### config.mk
export PLATFORM = sky130hd
export DESIGN_NAME = neuron_mac_flat
export DESIGN_NICKNAME = d
export VERILOG_FILES = /design/src/rtl/neuron_pkg.sv /design/src/rtl/neuron_mac_if.sv /design/src/rtl/neuron_act.sv /design/src/rtl/neuron_mac.sv /design/src/flat_wrapper.sv
export SDC_FILE = /design/constraint.sdc
export NUM_CORES = 2
export LEC_CHECK = 0
export ABC_CLOCK_PERIOD_IN_PS = 24700
export CAP_MARGIN = 20
export CORE_ASPECT_RATIO = 1.75
export CORE_MARGIN = 5
export CORE_UTILIZATION = 50
export CTS_BUF_LIST = sky130_fd_sc_hd__clkbuf_16
export DETAILED_ROUTE_END_ITERATION = 8
export PLACE_DENSITY = 0.67
export SLEW_MARGIN = 20
export SYNTH_ARGS = -nofsm -noshare
export SYNTH_HDL_FRONTEND = slang
export SYNTH_HIERARCHICAL = 1
export SYNTH_SLANG_ARGS = --single-unit
export TNS_END_PERCENT = 30
### constraint.sdc
create_clock -name clk -period 24.7 [get_ports clk]
set_input_delay 2.47 -clock clk [delete_from_list [all_inputs] [get_ports clk]]
set_output_delay 2.47 -clock clk [all_outputs]
set_load 0.05 [all_outputs]
### src/rtl/neuron_pkg.sv
// Shared types and helpers for the serial perceptron neuron.
// Latency: n/a (types and a combinational function only).
// Backpressure: n/a.
package neuron_pkg;

    // Activation selector, encoded exactly as the i_act input.
    typedef enum logic [1:0] {
        ACT_ID   = 2'd0,
        ACT_RELU = 2'd1,
        ACT_HSIG = 2'd2,
        ACT_STEP = 2'd3
    } act_e;

    // Neuron sequencing states.
    typedef enum logic [1:0] {
        IDLE = 2'd0,
        MAC  = 2'd1,
        ACT  = 2'd2,
        DONE = 2'd3
    } state_e;

    // Widest value the saturate helper can take; the accumulator must fit.
    localparam int SAT_MAXW = 192;

    // Clamp a signed value to the signed range of an out_w-bit word.
    // The result stays sign-extended to SAT_MAXW; callers keep the low out_w bits.
    function automatic logic signed [SAT_MAXW-1:0] saturate(
        input  logic signed [SAT_MAXW-1:0] v,
        input  int unsigned                out_w,
        output logic                       clamped
    );
        logic signed [SAT_MAXW-1:0] hi;
        logic signed [SAT_MAXW-1:0] lo;
        hi = ({{(SAT_MAXW-1){1'b0}}, 1'b1} <<< (out_w - 1)) - {{(SAT_MAXW-1){1'b0}}, 1'b1};
        lo = ~hi;
        clamped = 1'b0;
        saturate = v;
        if (v > hi) begin
            saturate = hi;
            clamped  = 1'b1;
        end else if (v < lo) begin
            saturate = lo;
            clamped  = 1'b1;
        end
    endfunction

endpackage

### src/rtl/neuron_mac_if.sv
// Stream and weight-load bundle between a neuron and its driver.
// Latency: n/a (wiring only).
// Backpressure: i_valid/o_ready on the input side, o_valid/i_ready on the result side.
interface neuron_mac_if #(
    parameter int NUM   = 2,
    parameter int WIDTH = 32
);
    logic                   wr;
    logic [NUM*WIDTH-1:0]   i_w;
    logic [WIDTH-1:0]       i_b;
    logic                   i_valid;
    logic                   o_ready;
    logic [NUM*WIDTH-1:0]   i_k;
    logic [1:0]             i_act;
    logic                   o_valid;
    logic                   i_ready;
    logic [WIDTH-1:0]       o;
    logic                   o_sat;

    modport master (
        output wr, i_w, i_b, i_valid, i_k, i_act, i_ready,
        input  o_ready, o_valid, o, o_sat
    );

    modport slave (
        input  wr, i_w, i_b, i_valid, i_k, i_act, i_ready,
        output o_ready, o_valid, o, o_sat
    );
endinterface

### src/rtl/neuron_act.sv
// Rescale the accumulator to WIDTH bits with saturation, then apply the activation.
// Latency: combinational.
// Backpressure: none; the caller registers the result.
module neuron_act
    import neuron_pkg::*;
#(
    parameter int WIDTH = 32,
    parameter int FRAC  = 24,
    parameter int ACCW  = 66
) (
    input  logic signed [ACCW-1:0] acc,
    input  act_e                   mode,
    output logic [WIDTH-1:0]       result,
    output logic                   sat
);
    // 1.0 and 0.5 in the output format; one extra bit keeps the hard-sigmoid sum from wrapping.
    localparam logic signed [WIDTH:0] ONE_X  = {{WIDTH{1'b0}}, 1'b1} << FRAC;
    localparam logic signed [WIDTH:0] HALF_X = {{WIDTH{1'b0}}, 1'b1} << (FRAC - 1);
    localparam logic [WIDTH-1:0]      ONE_W  = ONE_X[WIDTH-1:0];

    logic signed [ACCW-1:0]     shifted;
    logic signed [SAT_MAXW-1:0] z_wide;
    logic signed [WIDTH-1:0]    z;
    logic signed [WIDTH:0]      hs;

    // Floor-shift, clamp to WIDTH bits, then select the activation.
    always_comb begin
        shifted = acc >>> FRAC;
        z_wide  = saturate(SAT_MAXW'(shifted), WIDTH, sat);
        z       = z_wide[WIDTH-1:0];
        hs      = ($signed({z[WIDTH-1], z}) >>> 2) + HALF_X;
        result  = z;
        case (mode)
            ACT_ID:   result = z;
            ACT_RELU: result = z[WIDTH-1] ? '0 : z;
            ACT_HSIG: begin
                if (hs < 0)          result = '0;
                else if (hs > ONE_X) result = ONE_W;
                else                 result = hs[WIDTH-1:0];
            end
            ACT_STEP: result = z[WIDTH-1] ? '0 : ONE_W;
            default:  result = z;
        endcase
    end
endmodule

### src/rtl/neuron_mac.sv
// Serial perceptron: bias plus NUM input*weight products through one multiplier, then activation.
// Latency: NUM+1 cycles from accept to o_valid; one result per NUM+3 cycles at best.
// Backpressure: o_ready only in IDLE; result held stable in DONE until i_ready.
module neuron_mac
    import neuron_pkg::*;
#(
    parameter int NUM   = 2,
    parameter int WIDTH = 32,
    parameter int FRAC  = 24
) (
    input  logic         clk,
    input  logic         rst_n,
    neuron_mac_if.slave  bus
);
    // Wide enough that NUM full products plus the bias can never overflow.
    localparam int ACCW = 2*WIDTH + $clog2(NUM + 1);
    localparam int IDXW = (NUM > 1) ? $clog2(NUM) : 1;

    state_e                     state;
    logic [NUM-1:0][WIDTH-1:0]  w_reg;
    logic [NUM-1:0][WIDTH-1:0]  k_reg;
    logic [WIDTH-1:0]           b_reg;
    act_e                       act_reg;
    logic signed [ACCW-1:0]     acc;
    logic [IDXW-1:0]            idx;
    logic [WIDTH-1:0]           bias_sel;
    logic signed [2*WIDTH-1:0]  prod;
    logic [WIDTH-1:0]           act_res;
    logic                       act_sat;

    // A load in the accept cycle takes effect for that same vector.
    assign bias_sel = bus.wr ? bus.i_b : b_reg;

    // Full-width signed product of the current input/weight pair.
    assign prod = (2*WIDTH)'($signed(k_reg[idx])) * (2*WIDTH)'($signed(w_reg[idx]));

    // Readiness depends on state only.
    assign bus.o_ready = (state == IDLE);

    neuron_act #(
        .WIDTH (WIDTH),
        .FRAC  (FRAC),
        .ACCW  (ACCW)
    ) u_act (
        .acc    (acc),
        .mode   (act_reg),
        .result (act_res),
        .sat    (act_sat)
    );

    // Sequencer: load/accept, serial accumulate, activate, hold until taken.
    always_ff @(posedge clk or negedge rst_n) begin
        if (!rst_n) begin
            state       <= IDLE;
            w_reg       <= '0;
            k_reg       <= '0;
            b_reg       <= '0;
            act_reg     <= ACT_ID;
            acc         <= '0;
            idx         <= '0;
            bus.o       <= '0;
            bus.o_sat   <= 1'b0;
            bus.o_valid <= 1'b0;
        end else begin
            case (state)
                IDLE: begin
                    if (bus.wr) begin
                        w_reg <= bus.i_w;
                        b_reg <= bus.i_b;
                    end
                    if (bus.i_valid) begin
                        k_reg   <= bus.i_k;
                        act_reg <= act_e'(bus.i_act);
                        acc     <= ACCW'($signed(bias_sel)) <<< FRAC;
                        idx     <= '0;
                        state   <= MAC;
                    end
                end
                MAC: begin
                    acc <= acc + ACCW'(prod);
                    if (idx == IDXW'(NUM - 1)) begin
                        state <= ACT;
                    end else begin
                        idx <= idx + IDXW'(1);
                    end
                end
                ACT: begin
                    bus.o       <= act_res;
                    bus.o_sat   <= act_sat;
                    bus.o_valid <= 1'b1;
                    state       <= DONE;
                end
                DONE: begin
                    if (bus.i_ready) begin
                        bus.o_valid <= 1'b0;
                        state       <= IDLE;
                    end
                end
                default: state <= IDLE;
            endcase
        end
    end
endmodule

### src/flat_wrapper.sv
// flat-port wrapper written by rule: the top's interface ports become plain ports
module neuron_mac_flat import neuron_pkg::*;
#(
    parameter int NUM   = 2,
    parameter int WIDTH = 32,
    parameter int FRAC  = 24
)
  (clk, rst_n, bus_wr, bus_i_w, bus_i_b, bus_i_valid, bus_i_k, bus_i_act, bus_i_ready, bus_o_ready, bus_o_valid, bus_o, bus_o_sat);
  neuron_mac_if #(.NUM(NUM), .WIDTH(WIDTH)) bus_i ();
  input  logic clk;
  input  logic rst_n;
  input wire logic [$bits(bus_i.wr)-1:0] bus_wr;
  input wire logic [$bits(bus_i.i_w)-1:0] bus_i_w;
  input wire logic [$bits(bus_i.i_b)-1:0] bus_i_b;
  input wire logic [$bits(bus_i.i_valid)-1:0] bus_i_valid;
  input wire logic [$bits(bus_i.i_k)-1:0] bus_i_k;
  input wire logic [$bits(bus_i.i_act)-1:0] bus_i_act;
  input wire logic [$bits(bus_i.i_ready)-1:0] bus_i_ready;
  output wire logic [$bits(bus_i.o_ready)-1:0] bus_o_ready;
  output wire logic [$bits(bus_i.o_valid)-1:0] bus_o_valid;
  output wire logic [$bits(bus_i.o)-1:0] bus_o;
  output wire logic [$bits(bus_i.o_sat)-1:0] bus_o_sat;
  assign bus_i.wr = bus_wr;
  assign bus_i.i_w = bus_i_w;
  assign bus_i.i_b = bus_i_b;
  assign bus_i.i_valid = bus_i_valid;
  assign bus_i.i_k = bus_i_k;
  assign bus_i.i_act = bus_i_act;
  assign bus_i.i_ready = bus_i_ready;
  assign bus_o_ready = bus_i.o_ready;
  assign bus_o_valid = bus_i.o_valid;
  assign bus_o = bus_i.o;
  assign bus_o_sat = bus_i.o_sat;
  neuron_mac #(.NUM(NUM), .WIDTH(WIDTH), .FRAC(FRAC)) u_core (.clk(clk), .rst_n(rst_n), .bus(bus_i));
endmodule
==> flow_metrics.env <==
export IMPL_detail_route_wl_per_cell_um=24.6
export IMPL_clk_insertion_delay_late_ns=0.65
export IMPL_yosysWarnings=6
export IMPL_floorplan_io_pins=202
export IMPL_horiz_die_dim_um=254
export IMPL_topRoutingLayerUsed="met5"
export IMPL_layout_area_overhead_vs_synth_pct=8.97
export IMPL_flip_flop_count_of_the_largest_register_all_copies_and_words_added=66
export IMPL_worst_slack_ns=13.12
export IMPL_synth_area_leader_cell="sky130_fd_sc_hd__fa_1"
export IMPL_die_h_um=437
export IMPL_min_period_ns=11.58
export IMPL_timing_final_hold_violations=0
export IMPL_end_kind="flip-flop"
export IMPL_viasPerCell=5.64
export IMPL_place_detailed_hpwl_um=135000
export IMPL_largest_net_degree_at_the_start_of_global_routing=85
export IMPL_min_from="u_core/b_reg[27]$_DFFE_PN0P_"
export IMPL_hold_depth=1
export IMPL_dr_wl_met2_um=86300
export IMPL_dpl_cell_area_um2=55800
export IMPL_global_route_wire_length_before_repair_um=255000
export IMPL_port_buffer_count=201
export IMPL_reg2reg_depth=28
export IMPL_mappedNetlistNets=6954
export IMPL_regToRegStartpoint="u_core/idx$_DFFE_PN0P_"
export IMPL_setup_reg_to_reg_worst_slack_ns=13.12
export IMPL_fmaxAchievable_ghz=0.0864
export IMPL_initial_core_util=0.504
export IMPL_startpoint_type="flip-flop"
export IMPL_holdPathEnd="u_core/b_reg[27]$_DFFE_PN0P_"
export IMPL_critical_path_slowest_cell="sky130_fd_sc_hd__mux2i_2"
export IMPL_hold_class="reg -> reg"
export IMPL_number_of_global_route_vias_before_repair=43200
export IMPL_unrepaired_setup_endpoints_after_global_routing="no"
export IMPL_synth_most_common_cell="sky130_fd_sc_hd__inv_1"
export IMPL_tritoncts="yes"
export IMPL_number_of_enable_type_register_cells_in_the_synthesized_netlist=0
export IMPL_synth_cell_types=79
export IMPL_cts_clk_slew_worst_paths_ns=0.07
export IMPL_cts_htree_levels=1
export IMPL_ys_ff_latch=265
export IMPL_routed_wl_met3_um=10300
export IMPL_drt_met1_wl_um=52300
export IMPL_placeableCoreArea_um2=103000
export IMPL_cts_max_path_buffers=3
export IMPL_yosys_area_top_type_share=0.473
export IMPL_layout_cells_sized_above_1=0.0877
export IMPL_finish_net_count=7044
export IMPL_run_status="finished clean"
export IMPL_grt_antenna_before_repair=4
export IMPL_clock_tree_skew_after_final_layout_ns=0.0321
export IMPL_routed_wl_um=167000
export IMPL_crit_path_max_fanout=53
export IMPL_setup_tns_final_ns=0
export IMPL_maxCapViolCount=0
export IMPL_detail_route_first_pass_iterations=8
export IMPL_gpl_final_weighted_congestion=0.977
export IMPL_final_min_period_over_clock_period=0.469
export IMPL_async_reset_ff_frac=1.00
export IMPL_report_final_setup_viol=0
export IMPL_post_synth_inst_count=5327
export IMPL_dp_slack_ns=13.20
export IMPL_remaining_drcs=0
export IMPL_numCtsBuffers=30
export IMPL_worst_slew_pin_slew_ns=1.14
export IMPL_slew_limit_headroom=0.234
export IMPL_mappedNetlistArea_um2=52100
export IMPL_ys_top_cells_by_count="sky130_fd_sc_hd__inv_1 (1,308), sky130_fd_sc_hd__fa_1 (1,233), sky130_fd_sc_hd__nand2_1 (613), sky130_fd_sc_hd__nor2_1 (524), sky130_fd_sc_hd__dfrtp_1 (265)"
export IMPL_synth_ff_type="sky130_fd_sc_hd__dfrtp_1"
export IMPL_cts_hold_repair_buffers=0
export IMPL_post_synth_main_area_contributors="sky130_fd_sc_hd__fa_1 (47%), sky130_fd_sc_hd__dfrtp_1 (13%), sky130_fd_sc_hd__inv_1 (9.4%)"
export IMPL_register_area_share_after_synthesis=0.127
export IMPL_gr_usage_all_layers=0.306
export IMPL_cts_setup_buffers=0
export IMPL_timing_critical_path_from="u_core/idx$_DFFE_PN0P_"
export IMPL_setup_worst_path_class="reg -> reg"
export IMPL_timing_critical_path_arrival_ns=12.03
export IMPL_antenna_violating_nets_post_route=0
export IMPL_drt_first_iter_violations=2322
export IMPL_overall_via_count_from_detail_route=38300
export IMPL_grt_ovfl_total=0
export IMPL_synthesis_area_per_instance_um2=9.79
export IMPL_number_of_rows_created_at_floorplan=156
export IMPL_critical_path_top_cell_by_count="sky130_fd_sc_hd__fa_1"
export IMPL_cts_root_buffer_cell="sky130_fd_sc_hd__clkbuf_16"
export IMPL_endpoint_of_the_worst_slack_reg_to_reg_timing_path="u_core/acc[60]$_DFFE_PN0P_"
export IMPL_clock_sinks=265
export IMPL_postLayoutCellArea_um2=56800
export IMPL_critPathMaxStageDelay_ns=0.98
export IMPL_layout_filler_cells=9191
export IMPL_floorplan_die_area_um2=111000
export IMPL_report_final_slew_viol_count=0
export IMPL_data_required_critical_path_ns=25.15
export IMPL_cts_repair_resized=0
## layout by cell type, fill, tap and decap left out, types with 90 or more instances in the layout
cell	count
sky130_fd_sc_hd__inv_1	1309
sky130_fd_sc_hd__fa_1	1233
sky130_fd_sc_hd__nand2_1	610
sky130_fd_sc_hd__nor2_1	524
sky130_fd_sc_hd__dfrtp_1	264
sky130_fd_sc_hd__mux2_2	253
sky130_fd_sc_hd__ha_1	226
sky130_fd_sc_hd__clkdlybuf4s50_1	199
sky130_fd_sc_hd__a21oi_1	118
sky130_fd_sc_hd__buf_4	90
## routing by layer
layer  track usage  vias to the layer above
li1              -                    16000
met1         0.316                    19900
met3        0.0511                      716
met2         0.542                     1653
met5             0                        -
met4         0.245                        2
## worst max-delay path by stage
stage	endpoint	cells after the start
CTS	u_core/acc[60]$_DFFE_PN0P_	31
detailed placement	u_core/acc[60]$_DFFE_PN0P_	31
global route	u_core/acc[60]$_DFFE_PN0P_	31
floorplan	u_core/acc[61]$_DFFE_PN0P_	31
global placement	u_core/acc[60]$_DFFE_PN0P_	31
finish	u_core/acc[60]$_DFFE_PN0P_	28
## cell type report
| type | count | area, um^2 | share of cell area |
|---|---|---|---|
| diodes | 3 | 7.51 | 0.000132 |
| repair buffers | 292 | 2700 | 0.0475 |
| clock buffers | 31 | 776 | 0.0137 |
| clock inverters | 24 | 246 | 0.00434 |
| flip-flops and latches | 265 | 6640 | 0.117 |
| inverters | 1310 | 4920 | 0.0866 |
| multi-input cells | 3518 | 39800 | 0.701 |
| well taps | 1343 | 1680 | 0.0296 |
## worst max-delay path: cells and delay by family (launching register included)
family | cells | cell delay (ns)
fa+ha+maj | 9 | 4.58
compound gates | 9 | 3.02
buf+inv | 7 | 1.78
mux | 1 | 0.98
flops | 1 | 0.62
simple gates | 1 | 0.17
xor+xnor | 1 | 0.16
## logic make-up (layout without fill, tap and decap cells)
logic type | after synthesis | in the layout | share of synthesized area
XOR/XNOR | 77 | 77 | 0.0129
AND/OR/NAND/NOR | 1276 | 1276 | 0.0989
other | 0 | 3 | 0
multiplexers | 338 | 338 | 0.0710
AO/OA/AOI/OAI | 367 | 367 | 0.0502
flip-flops | 265 | 265 | 0.127
adder cells (fa/ha/maj) | 1460 | 1460 | 0.528
buffers and inverters | 1544 | 1657 | 0.112
## through the flow
step | std cells | hold slack, ns | utilization
after floorplan | 5327 | 0.471 | -
after global placement | 6728 | 0.479 | 0.539
after detailed placement | 6728 | 0.486 | 0.539
after CTS | 6783 | 0.500 | 0.549
after global routing | 6784 | 0.513 | 0.549
final | 6786 | 0.500 | 0.549
Power is left out: the tool's default activity adds up to more than one toggle a clock period on the data nets, which glitch-free logic cannot reach.
